`config.mk`:
```
export PLATFORM = sky130hd
export DESIGN_NAME = hamming_decoder
export DESIGN_NICKNAME = d
export VERILOG_FILES = /design/src/rtl/hamming_decoder.sv
export SDC_FILE = /design/constraint.sdc
export NUM_CORES = 1
export LEC_CHECK = 0
export BUFFER_PORTS_ARGS = -buffer_cell sky130_fd_sc_hd__buf_2
export CAP_MARGIN = 30
export CORE_UTILIZATION = 52
export DETAILED_ROUTE_END_ITERATION = 8
export PLACE_DENSITY = 0.77
export SLEW_MARGIN = 25
export SYNTH_ARGS = -nofsm -noshare
export SYNTH_HDL_FRONTEND = slang
export SYNTH_SLANG_ARGS = --single-unit
```
`constraint.sdc`:
```
create_clock -name clk -period 4.45 [get_ports clk]
set_input_delay 0.89 -clock clk [delete_from_list [all_inputs] [get_ports clk]]
set_output_delay 0.89 -clock clk [all_outputs]
set_load 0.01 [all_outputs]
```
`src/rtl/hamming_decoder.sv`:
```
// hamming_decoder: SECDED decode of a right-aligned 8/16/32-bit codeword into right-aligned data.
// Latency: out_valid rises 2 cycles after accept; sustains one word per cycle.
// Backpressure: stages advance only into an empty or draining slot; outputs hold while out_valid & !out_ready.
//
// Optional build macro HAMMING_DEC_STATS_EN: when defined, clr_cnt/corr_cnt/uncorr_cnt
// are live saturating counters; when undefined the counters read 0 and clr_cnt is ignored.
//
// Ports:
//   clk, rst                 rising-edge clock, asynchronous active-high reset
//   in_valid/in_ready        input handshake for DATA_IN + CODEWORD_WIDTH
//   DATA_IN, CODEWORD_WIDTH  codeword (right-aligned) and size: 0=8b, 1=16b, 2/3=32b
//   out_valid/out_ready      output handshake for DATA_OUT + NUM_OF_ERRORS
//   DATA_OUT, NUM_OF_ERRORS  corrected data (zero-padded), 0=clean 1=corrected 2=uncorrectable
//   clr_cnt, corr_cnt, uncorr_cnt   statistics clear and counts
//
// Codeword layout for r Hamming bits (r=3/4/5): bits [r-1:0] are the Hamming checks,
// bit [r] is the overall parity, data sits above it. Data bit k occupies the k-th
// non-power-of-two position of the classic Hamming numbering, so its syndrome column
// is that position in the low r bits plus the overall-parity coverage in bit r.

module hamming_decoder #(
   parameter int DATA_WIDTH = 32,
   parameter int AMBA_WORD  = 32,
   parameter int CNT_WIDTH  = 16
) (
   input  logic                 clk,
   input  logic                 rst,
   input  logic                 in_valid,
   output logic                 in_ready,
   input  logic [AMBA_WORD-1:0] DATA_IN,
   input  logic [1:0]           CODEWORD_WIDTH,
   output logic                 out_valid,
   input  logic                 out_ready,
   output logic [AMBA_WORD-1:0] DATA_OUT,
   output logic [1:0]           NUM_OF_ERRORS,
   input  logic                 clr_cnt,
   output logic [CNT_WIDTH-1:0] corr_cnt,
   output logic [CNT_WIDTH-1:0] uncorr_cnt
);

   localparam int LDATA = DATA_WIDTH - 6;   // data bits carried by a Large codeword
   localparam int SYN_W = 6;                // widest syndrome (Large: 5 Hamming + overall)

   // Syndrome column of data bit k for a code with r Hamming bits. Only ever called
   // with constant arguments inside unrolled loops, so it folds to constants.
   function automatic logic [SYN_W-1:0] hcol(input int r, input int k);
      logic [SYN_W-1:0] col;
      int               cnt;
      col = '0;
      cnt = 0;
      for (int pos = 3; pos < 32; pos++) begin
         if (((pos & (pos - 1)) != 0) && (pos < (1 << r))) begin
            if (cnt == k) begin
               col    = SYN_W'(pos);
               // overall parity covers the data bit plus every Hamming check that covers it
               col[r] = ~^col[4:0];
            end
            cnt++;
         end
      end
      return col;
   endfunction

   // ---------------- stage 1: split fields and form the syndrome ----------------
   logic [1:0]       w_in;
   logic [LDATA-1:0] data_in_f;
   logic [SYN_W-1:0] pc;
   logic [SYN_W-1:0] syn_in;

   always_comb begin
      w_in      = (CODEWORD_WIDTH == 2'd3) ? 2'd2 : CODEWORD_WIDTH;
      data_in_f = '0;
      pc        = '0;
      syn_in    = '0;
      case (w_in)
         2'd0: begin
            data_in_f[3:0] = DATA_IN[7:4];
            for (int k = 0; k < 4; k++)
               if (DATA_IN[4+k]) pc ^= hcol(3, k);
            syn_in = {2'b00, DATA_IN[3:0]} ^ pc;
         end
         2'd1: begin
            data_in_f[10:0] = DATA_IN[15:5];
            for (int k = 0; k < 11; k++)
               if (DATA_IN[5+k]) pc ^= hcol(4, k);
            syn_in = {1'b0, DATA_IN[4:0]} ^ pc;
         end
         default: begin
            data_in_f = DATA_IN[LDATA+5:6];
            for (int k = 0; k < LDATA; k++)
               if (DATA_IN[6+k]) pc ^= hcol(5, k);
            syn_in = DATA_IN[5:0] ^ pc;
         end
      endcase
   end

   logic             s1_valid;
   logic [1:0]       s1_w;
   logic [LDATA-1:0] s1_data;
   logic [SYN_W-1:0] s1_syn;

   logic accept;
   logic s2_adv;

   assign s2_adv   = !out_valid | out_ready;
   assign in_ready = !(s1_valid & out_valid & !out_ready);
   assign accept   = in_valid & in_ready;

   // ---------------- stage 2: classify syndrome and correct ----------------
   logic [LDATA-1:0] fix_data;
   logic [1:0]       fix_nerr;
   logic [SYN_W-1:0] col;
   logic             hit;

   always_comb begin
      fix_data = s1_data;
      fix_nerr = 2'd0;
      col      = '0;
      hit      = 1'b0;
      if (s1_syn != '0) begin
         // columns beyond the word's data count come back as zero and never match
         for (int k = 0; k < LDATA; k++) begin
            case (s1_w)
               2'd0:    col = hcol(3, k);
               2'd1:    col = hcol(4, k);
               default: col = hcol(5, k);
            endcase
            if (col == s1_syn) begin
               fix_data[k] = ~s1_data[k];
               hit         = 1'b1;
            end
         end
         // a unit syndrome is a flipped check bit: data is already correct
         if (((s1_syn & (s1_syn - SYN_W'(1))) == '0) || hit)
            fix_nerr = 2'd1;
         else
            fix_nerr = 2'd2;
      end
   end

   always_ff @(posedge clk or posedge rst) begin
      if (rst) begin
         s1_valid      <= 1'b0;
         s1_w          <= 2'd0;
         s1_data       <= '0;
         s1_syn        <= '0;
         out_valid     <= 1'b0;
         DATA_OUT      <= '0;
         NUM_OF_ERRORS <= 2'd0;
      end else begin
         if (accept) begin
            s1_valid <= 1'b1;
            s1_w     <= w_in;
            s1_data  <= data_in_f;
            s1_syn   <= syn_in;
         end else if (s2_adv) begin
            s1_valid <= 1'b0;
         end
         if (s2_adv) begin
            out_valid <= s1_valid;
            if (s1_valid) begin
               DATA_OUT      <= {{(AMBA_WORD-LDATA){1'b0}}, fix_data};
               NUM_OF_ERRORS <= fix_nerr;
            end
         end
      end
   end

   // ---------------- statistics ----------------
`ifdef HAMMING_DEC_STATS_EN
   logic out_fire;
   assign out_fire = out_valid & out_ready;

   always_ff @(posedge clk or posedge rst) begin
      if (rst) begin
         corr_cnt   <= '0;
         uncorr_cnt <= '0;
      end else if (clr_cnt) begin
         corr_cnt   <= '0;
         uncorr_cnt <= '0;
      end else if (out_fire) begin
         if ((NUM_OF_ERRORS == 2'd1) && (corr_cnt != '1))
            corr_cnt <= corr_cnt + CNT_WIDTH'(1);
         if ((NUM_OF_ERRORS == 2'd2) && (uncorr_cnt != '1))
            uncorr_cnt <= uncorr_cnt + CNT_WIDTH'(1);
      end
   end
`else
   logic unused_clr_cnt;
   assign unused_clr_cnt = clr_cnt;
   assign corr_cnt       = '0;
   assign uncorr_cnt     = '0;
`endif

endmodule

```
==> results of run 1 <==
[sequential cells by signal (all words and copies together), names as in the netlist]
register       count
s1_syn             6
s1_w               2
NUM_OF_ERRORS      2
out_valid          1
s1_data           26
DATA_OUT          26
s1_valid           1
[area by class of cell]
| cell class | count | area [sq um] | share of cell area, % |
|---|---|---|---|
| well taps | 108 | 135 | 2.65 |
| clock inverters | 5 | 104 | 2.03 |
| repair buffers | 70 | 362 | 7.08 |
| inverters | 2 | 7.51 | 0.147 |
| multi-input cells | 463 | 2760 | 54.0 |
| flip-flops and latches | 64 | 1600 | 31.4 |
| clock buffers | 11 | 141 | 2.77 |
[cell usage in the layout (no fill, tap or decap), types with 3 or more instances in the layout]
cell type / instances
a21oi_1: 39
a221oi_1: 8
buf_2: 67
bufinv_16: 3
clkbuf_8: 10
conb_1: 38
dfrtp_1: 64
mux2i_1: 7
nand2_1: 74
nand2b_1: 7
nand3_1: 25
nand4_1: 4
nor2_1: 69
nor2b_1: 5
nor3_1: 11
nor4_1: 5
o21ai_0: 9
o21ai_1: 3
o22ai_1: 4
or2_2: 3
or3_1: 4
xnor2_1: 73
xor2_1: 42
[through the flow]
stage / instances / hold WS [ns] / utilization [%] / worst slack [ns]
final: 723 / 0.496 / 58.6 / 1.91
after floorplan: 610 / 0.449 / - / 1.96
after detailed placement: 706 / 0.483 / 55.6 / 1.86
after CTS: 722 / 0.501 / 58.4 / 1.93
after global placement: 706 / 0.464 / 55.6 / 1.87
after global routing: 723 / 0.533 / 58.6 / 1.75
[worst register-to-register path, stage by stage, from the launching register on]
cell     delay (ns)
dfrtp_1        0.92
nor4_1         0.19
and2_1         0.23
a21oi_1        0.40
nor2b_1        0.23
nand2_1        0.09
xor2_1         0.22
a21oi_1        0.10
[where the power goes]
part	internal [mW]	switching [mW]	leakage [nW]
Sequential	0.706	0.205	0.767
Combinational	0.449	0.572	1.33
Clock	0.388	0.231	0.124
Total	1.54	1.01	2.22
[path summary, 6_finish.rpt]
kind | startpoint | to | slack, ns
hold / removal | s1_data[24]$_DFFE_PP0P_ | s1_data[24]$_DFFE_PP0P_ | 0.50
max in group asynchronous | rst | s1_data[10]$_DFFE_PP0P_ | 2.92
setup / recovery | s1_syn[2]$_DFFE_PP0P_ | DATA_OUT[24]$_DFFE_PP0P_ | 1.91
setup reg to reg | s1_syn[2]$_DFFE_PP0P_ | DATA_OUT[24]$_DFFE_PP0P_ | 1.91
min in group asynchronous | rst | s1_data[23]$_DFFE_PP0P_ | 0.67
hold reg to reg | s1_data[24]$_DFFE_PP0P_ | s1_data[24]$_DFFE_PP0P_ | 0.50
[routing by layer]
layer	GRT usage, %	wire length (microns)
met4	6.31	123
met2	32.3	4530
met1	33.7	4970
met5	0	0
met3	4.10	559
[cells by family (layout without fill, tap and decap cells)]
logic type | after synthesis | in the layout
muxes | 9 | 9
other | 1 | 38
xor gates and xnor gates | 118 | 118
adders and majority gates | 1 | 1
AOI/OAI and AO/OA | 78 | 78
DFF | 64 | 64
and+or+nand+nor | 219 | 219
buffers and inverters | 83 | 88
==> results.toml, run 1 <==
[status]
status = "completed"

[grt]
antenna_found_initial = 0
grt_pass1_wl_microns = 16800
grt_pass1_vias = 3359
track_usage_pct = 22.3
grt_overflow = 0
grt_max_degree = 56

[setup_path]
crit_type = "flop to flop"
worst-endpoint-arrival_ns = 2.73
worstSetupPathDepth = 7
crit_chain = "nor4_1 > and2_1 > a21oi_1 > nor2b_1 > nand2_1 > xor2_1 > a21oi_1"
crit_slowest_cell = "dfrtp_1"
cpMostUsedCell = "a21oi_1"
worstSetupEndpointType = "flop"
max_stage_delay_ns = 0.92
worstPathRequired_ns = 4.64
worst-path-max-fanout = 26
critical_path_buf_inv_count = 0
reg2regPathDepth = 7
cp_top_family = "flip-flops"
startpoint_type = "flop"

[power]
finalPower_mw = 2.55
p_leak_nw = 2.22
max-vdd-ir-drop_uv = 227
power_density_nw_per_um2 = 499

[synthesis]
yosys_warnings = 0
synthMuxAreaShare_pct = 1.97
async_reset_ff_share_pct = 100
synth_cells = 573
synthSimpleGateAreaFrac_pct = 20.8
synth_seq_cells = 64
synth_fa_ha_area_share_pct = 0.213
ys_seq_area_share_pct = 34.1
synth-edff-count = 0
yosysTopAreaCellShare_pct = 34.1
ys_types = 50
synth_compound_area_share_pct = 10.1
synth.most_common_cell = "nand2_1"
avgSynthCellArea_sq_um = 8.21
synthFlopType = "dfrtp_1"
synth_area_sq_um = 4700
synth_common_cells = "75 x nand2_1, 73 x xnor2_1, 69 x nor2_1, 64 x dfrtp_1, 42 x xor2_1"
synth_xor_area_share_pct = 22.5
yosys.area.top_type = "dfrtp_1"
synth.area.top_cells = "dfrtp_1 34%, xnor2_1 14%, xor2_1 7.8%, buf_4 6.4%, nand2_1 6.0%"
synth_top_family_by_area = "XOR/XNOR gates"

[clock_network]
cts_buffers = 9
cts_tree = "yes"
holdBufCountCts = 0
cts.root.buffer_cell = "clkbuf_8"
cts_setup_buffers = 0
clkTransAtPathRegs_ns = 0.08
clockBufferDepth = 2
clkLatencyLatePin_ns = 0.35
cts_sinks = 64
ctsResizeCount = 0
cts_max_level = 3

[sta]
worst_slew_pin_slew_ns = 0.895
setup_viol = 0
fmax_mhz = 394
final_max_slew_viol_count = 0
skew_ns = 0.0125
fin_crit_sh_pct = 57.1
fin_crit_ns = 2.54
hold_viol_final = 0
fin_setup_tns_ns = 0
maxSlewHeadroom_pct = 40.3
rsz0062_at_grt = "no"

[drt]
viasPerCell = 5.30
wire_per_inst_microns = 14.1
ant_nets = 0
dr.pass1.iters = 4
wl_microns = 10200
dr.first_iter.drc_count = 248
via_count = 3833
drc = 0

[place]
place.gp.congestion = 0.866
port-buffer-count = 67
dpl_cell_area_sq_um = 4850
place_hpwl_microns = 7550

[final_layout]
final_cell_area_sq_um = 5110
n_antenna_cell = 0
final_layout_size_suffix_gt1_share_pct = 15.8
nets = 649
nFillCells = 797
area_delta_synth_final_pct = 8.59

[floorplan]
initial_core_util_pct = 53.9
rows = 34
die_y_microns = 97.1
die_x_microns = 97.1
core_sq_um = 8720
die-area_sq_um = 9430
io_pins = 107

[job]
cap_violations = 0

[worst_hold_path]
hold_path.class = "flop to flop"
hold_depth = 2
Power figures use the tool's default switching activity.
==> run 2, diff against run 1 <==
--- a/config.mk
+++ b/config.mk
@@ -5,11 +5,12 @@
 export SDC_FILE = /design/constraint.sdc
 export NUM_CORES = 1
 export LEC_CHECK = 0
+export ABC_AREA = 1
 export BUFFER_PORTS_ARGS = -buffer_cell sky130_fd_sc_hd__buf_2
 export CAP_MARGIN = 30
 export CORE_UTILIZATION = 52
 export DETAILED_ROUTE_END_ITERATION = 8
-export PLACE_DENSITY = 0.77
+export PLACE_DENSITY = 0.76
 export SLEW_MARGIN = 25
 export SYNTH_ARGS = -nofsm -noshare
 export SYNTH_HDL_FRONTEND = slang
==> constraint.sdc (replaced) <==
create_clock -name clk -period 2.4 [get_ports clk]
set_input_delay 0.48 -clock clk [delete_from_list [all_inputs] [get_ports clk]]
set_output_delay 0.48 -clock clk [all_outputs]
set_load 0.01 [all_outputs]
==> run 2 against run 1 <==
Net effect:
- sequential cell count unchanged
- die area grew 14%
- hold slack lost 0.34 ns
- count of clock-buffer cells in the layout down 2
- non-clock buffer count up 2
- sequential power increased by 59%
- synthesized area grew 15%
- critical path type unchanged
- combinational power is 56% higher
- clock skew shrank 0.0047 ns
==> results.toml, run 2 <==
[status]
status = "completed"

[floorplan]
die_x_microns = 104
die-area_sq_um = 10800
core_sq_um = 9910
rows = 36
initial_core_util_pct = 54.4
io_pins = 107
die_y_microns = 104

[clock_network]
cts_tree = "yes"
clkTransAtPathRegs_ns = 0.07
cts.root.buffer_cell = "clkbuf_8"
cts_buffers = 9
clkLatencyLatePin_ns = 0.34
cts_sinks = 64
holdBufCountCts = 0
clockBufferDepth = 2
cts_setup_buffers = 0
cts_max_level = 3
ctsResizeCount = 0

[power]
max-vdd-ir-drop_uv = 338
finalPower_mw = 3.94
power_density_nw_per_um2 = 684
p_leak_nw = 3.06

[place]
port-buffer-count = 67
place.gp.congestion = 0.934
place_hpwl_microns = 10300

[synthesis]
ys_types = 33
yosys.area.top_type = "dfrtp_1"
synth_area_sq_um = 5390
ys_seq_area_share_pct = 29.7
avgSynthCellArea_sq_um = 6.86
synth-edff-count = 0
synth_cells = 785
synth_seq_cells = 64
async_reset_ff_share_pct = 100
synth.area.top_cells = "dfrtp_1 30%, nand2_1 19%, xor2_1 9.4%, buf_4 6.5%, nand3_1 6.4%"
synth_common_cells = "271 x nand2_1, 69 x nand3_1, 64 x dfrtp_1, 58 x xor2_1, 57 x inv_1"
synthFlopType = "dfrtp_1"
synth.most_common_cell = "nand2_1"
yosys_warnings = 0
yosysTopAreaCellShare_pct = 29.7

[sta]
hold_viol_final = 0
worst_slew_pin_slew_ns = 0.584
fin_crit_sh_pct = 86.9
fmax_mhz = 479
fin_crit_ns = 2.09
maxSlewHeadroom_pct = 61.0
rsz0062_at_grt = "no"
setup_viol = 0
skew_ns = 0.00779
fin_setup_tns_ns = 0
final_max_slew_viol_count = 0

[grt]
track_usage_pct = 24.8
grt_pass1_wl_microns = 21400
grt_pass1_vias = 4469
grt_overflow = 0
antenna_found_initial = 0
grt_max_degree = 55

[final_layout]
final_common_cell = "nand2_1"
nets = 868
area_delta_synth_final_pct = 6.97
final_cell_mix = "271 x nand2_1, 69 x nand3_1, 67 x buf_2"
multiInputGateArea_sq_um = 3180
final_layout_size_suffix_gt1_share_pct = 14.0
nFillCells = 965
reg_top3 = "DATA_OUT (26), s1_data (26), s1_syn (6)"
layout.area.seq_sq_um = 1600
n_antenna_cell = 0

[worst_hold_path]
hold_path.class = "primary input to asynchronous set/reset pin"

[drt]
ant_nets = 0
dr.first_iter.drc_count = 318
wire_per_inst_microns = 13.5
dr.pass1.iters = 5
drc = 0
wl_microns = 13100
via_count = 4982
viasPerCell = 5.15

[setup_path]
worst-endpoint-arrival_ns = 2.28
worstPathRequired_ns = 2.59
worstSetupEndpointType = "flop"
crit_type = "flop to flop"
startpoint_type = "flop"
worst-path-max-fanout = 22

[job]
cap_violations = 0
## run 2: changes by cell type after synthesis, sizes merged, moves of 7 or more
cell | before | now
nor3 | 11 | 0
inv | 2 | 63
nand3 | 25 | 71
xnor2 | 75 | 35
nand4 | 4 | 16
a21oi | 39 | 12
xor2 | 43 | 58
a22o | 1 | 9
mux2i | 7 | 0
nand2b | 7 | 0
nand2 | 75 | 273
nor2 | 69 | 44
o21ai | 13 | 43
a221oi | 8 | 0
## run 2: cell type report
class | count | area share (%)
multi-input cells | 619 | 55.1
flip-flops and latches | 64 | 27.8
repair buffers | 72 | 6.69
inverters | 63 | 4.10
well taps | 133 | 2.89
clock buffers | 9 | 2.15
clock inverters | 7 | 1.26
## run 2: per-stage QoR
step | hold WS [ns] | instances | utilization [%] | cell area, sq um | setup slack [ns]
after floorplan | 0.472 | 822 | - | 5530 | 0.322
after global placement | 0.461 | 951 | 56.2 | 5570 | 0.322
after detailed placement | 0.462 | 951 | 56.2 | 5570 | 0.251
after CTS | 0.171 | 967 | 58.2 | 5760 | 0.322
after global routing | 0.191 | 967 | 58.2 | 5760 | 0.200
final | 0.160 | 967 | 58.2 | 5760 | 0.314
## run 2: kinds of logic after synthesis
kind of cell,count (synthesis),share of synthesized area [%]
buffers and inverters,139,13.9
AND/OR/NAND/NOR,411,32.5
AO/OA/AOI/OAI,77,8.71
flip-flops,64,29.7
other,1,0.0696
XOR/XNOR,93,15.1
## run 2: final timing paths
check	depth (start not counted)	from	end	slack [ns]
worst max-delay path	5	s1_syn[1]$_DFFE_PP0P_	DATA_OUT[7]$_DFFE_PP0P_	0.31
worst min-delay path	2	rst	DATA_OUT[23]$_DFFE_PP0P_	0.16
worst max register to register	5	s1_syn[1]$_DFFE_PP0P_	DATA_OUT[7]$_DFFE_PP0P_	0.31
worst min register to register	2	DATA_OUT[13]$_DFFE_PP0P_	DATA_OUT[13]$_DFFE_PP0P_	0.48
max in group asynchronous	3	rst	s1_data[7]$_DFFE_PP0P_	1.66
min in group clk	3	in_valid	s1_valid$_DFFE_PP0P_	0.35
## run 2: power by group
group	switching, mW	leakage (nW)	internal, mW	total [mW]
Sequential	0.176	0.811	1.28	1.45
Clock	0.418	0.0952	0.478	0.896
Combinational	1.04	2.16	0.556	1.59
Total	1.63	3.06	2.31	3.94
## run 2: worst max-delay path, stage by stage (launching register included)
cell     delay [ns]
dfrtp_1        0.49
nor2_2         0.45
nand3_2        0.44
nand3_1        0.25
xor2_1         0.19
o21ai_0        0.10
## run 2: layer usage
metal / vias to the layer above / wire, microns / part of all wire [%] / track usage (%)
met5: - / 0 / 0 / 0
met4: 0 / 317 / 2.4 / 9.80
met3: 29 / 747 / 5.7 / 3.15
met2: 177 / 6050 / 46 / 40.2
met1: 2273 / 5960 / 46 / 33.4
li1: 2503 / - / - / -
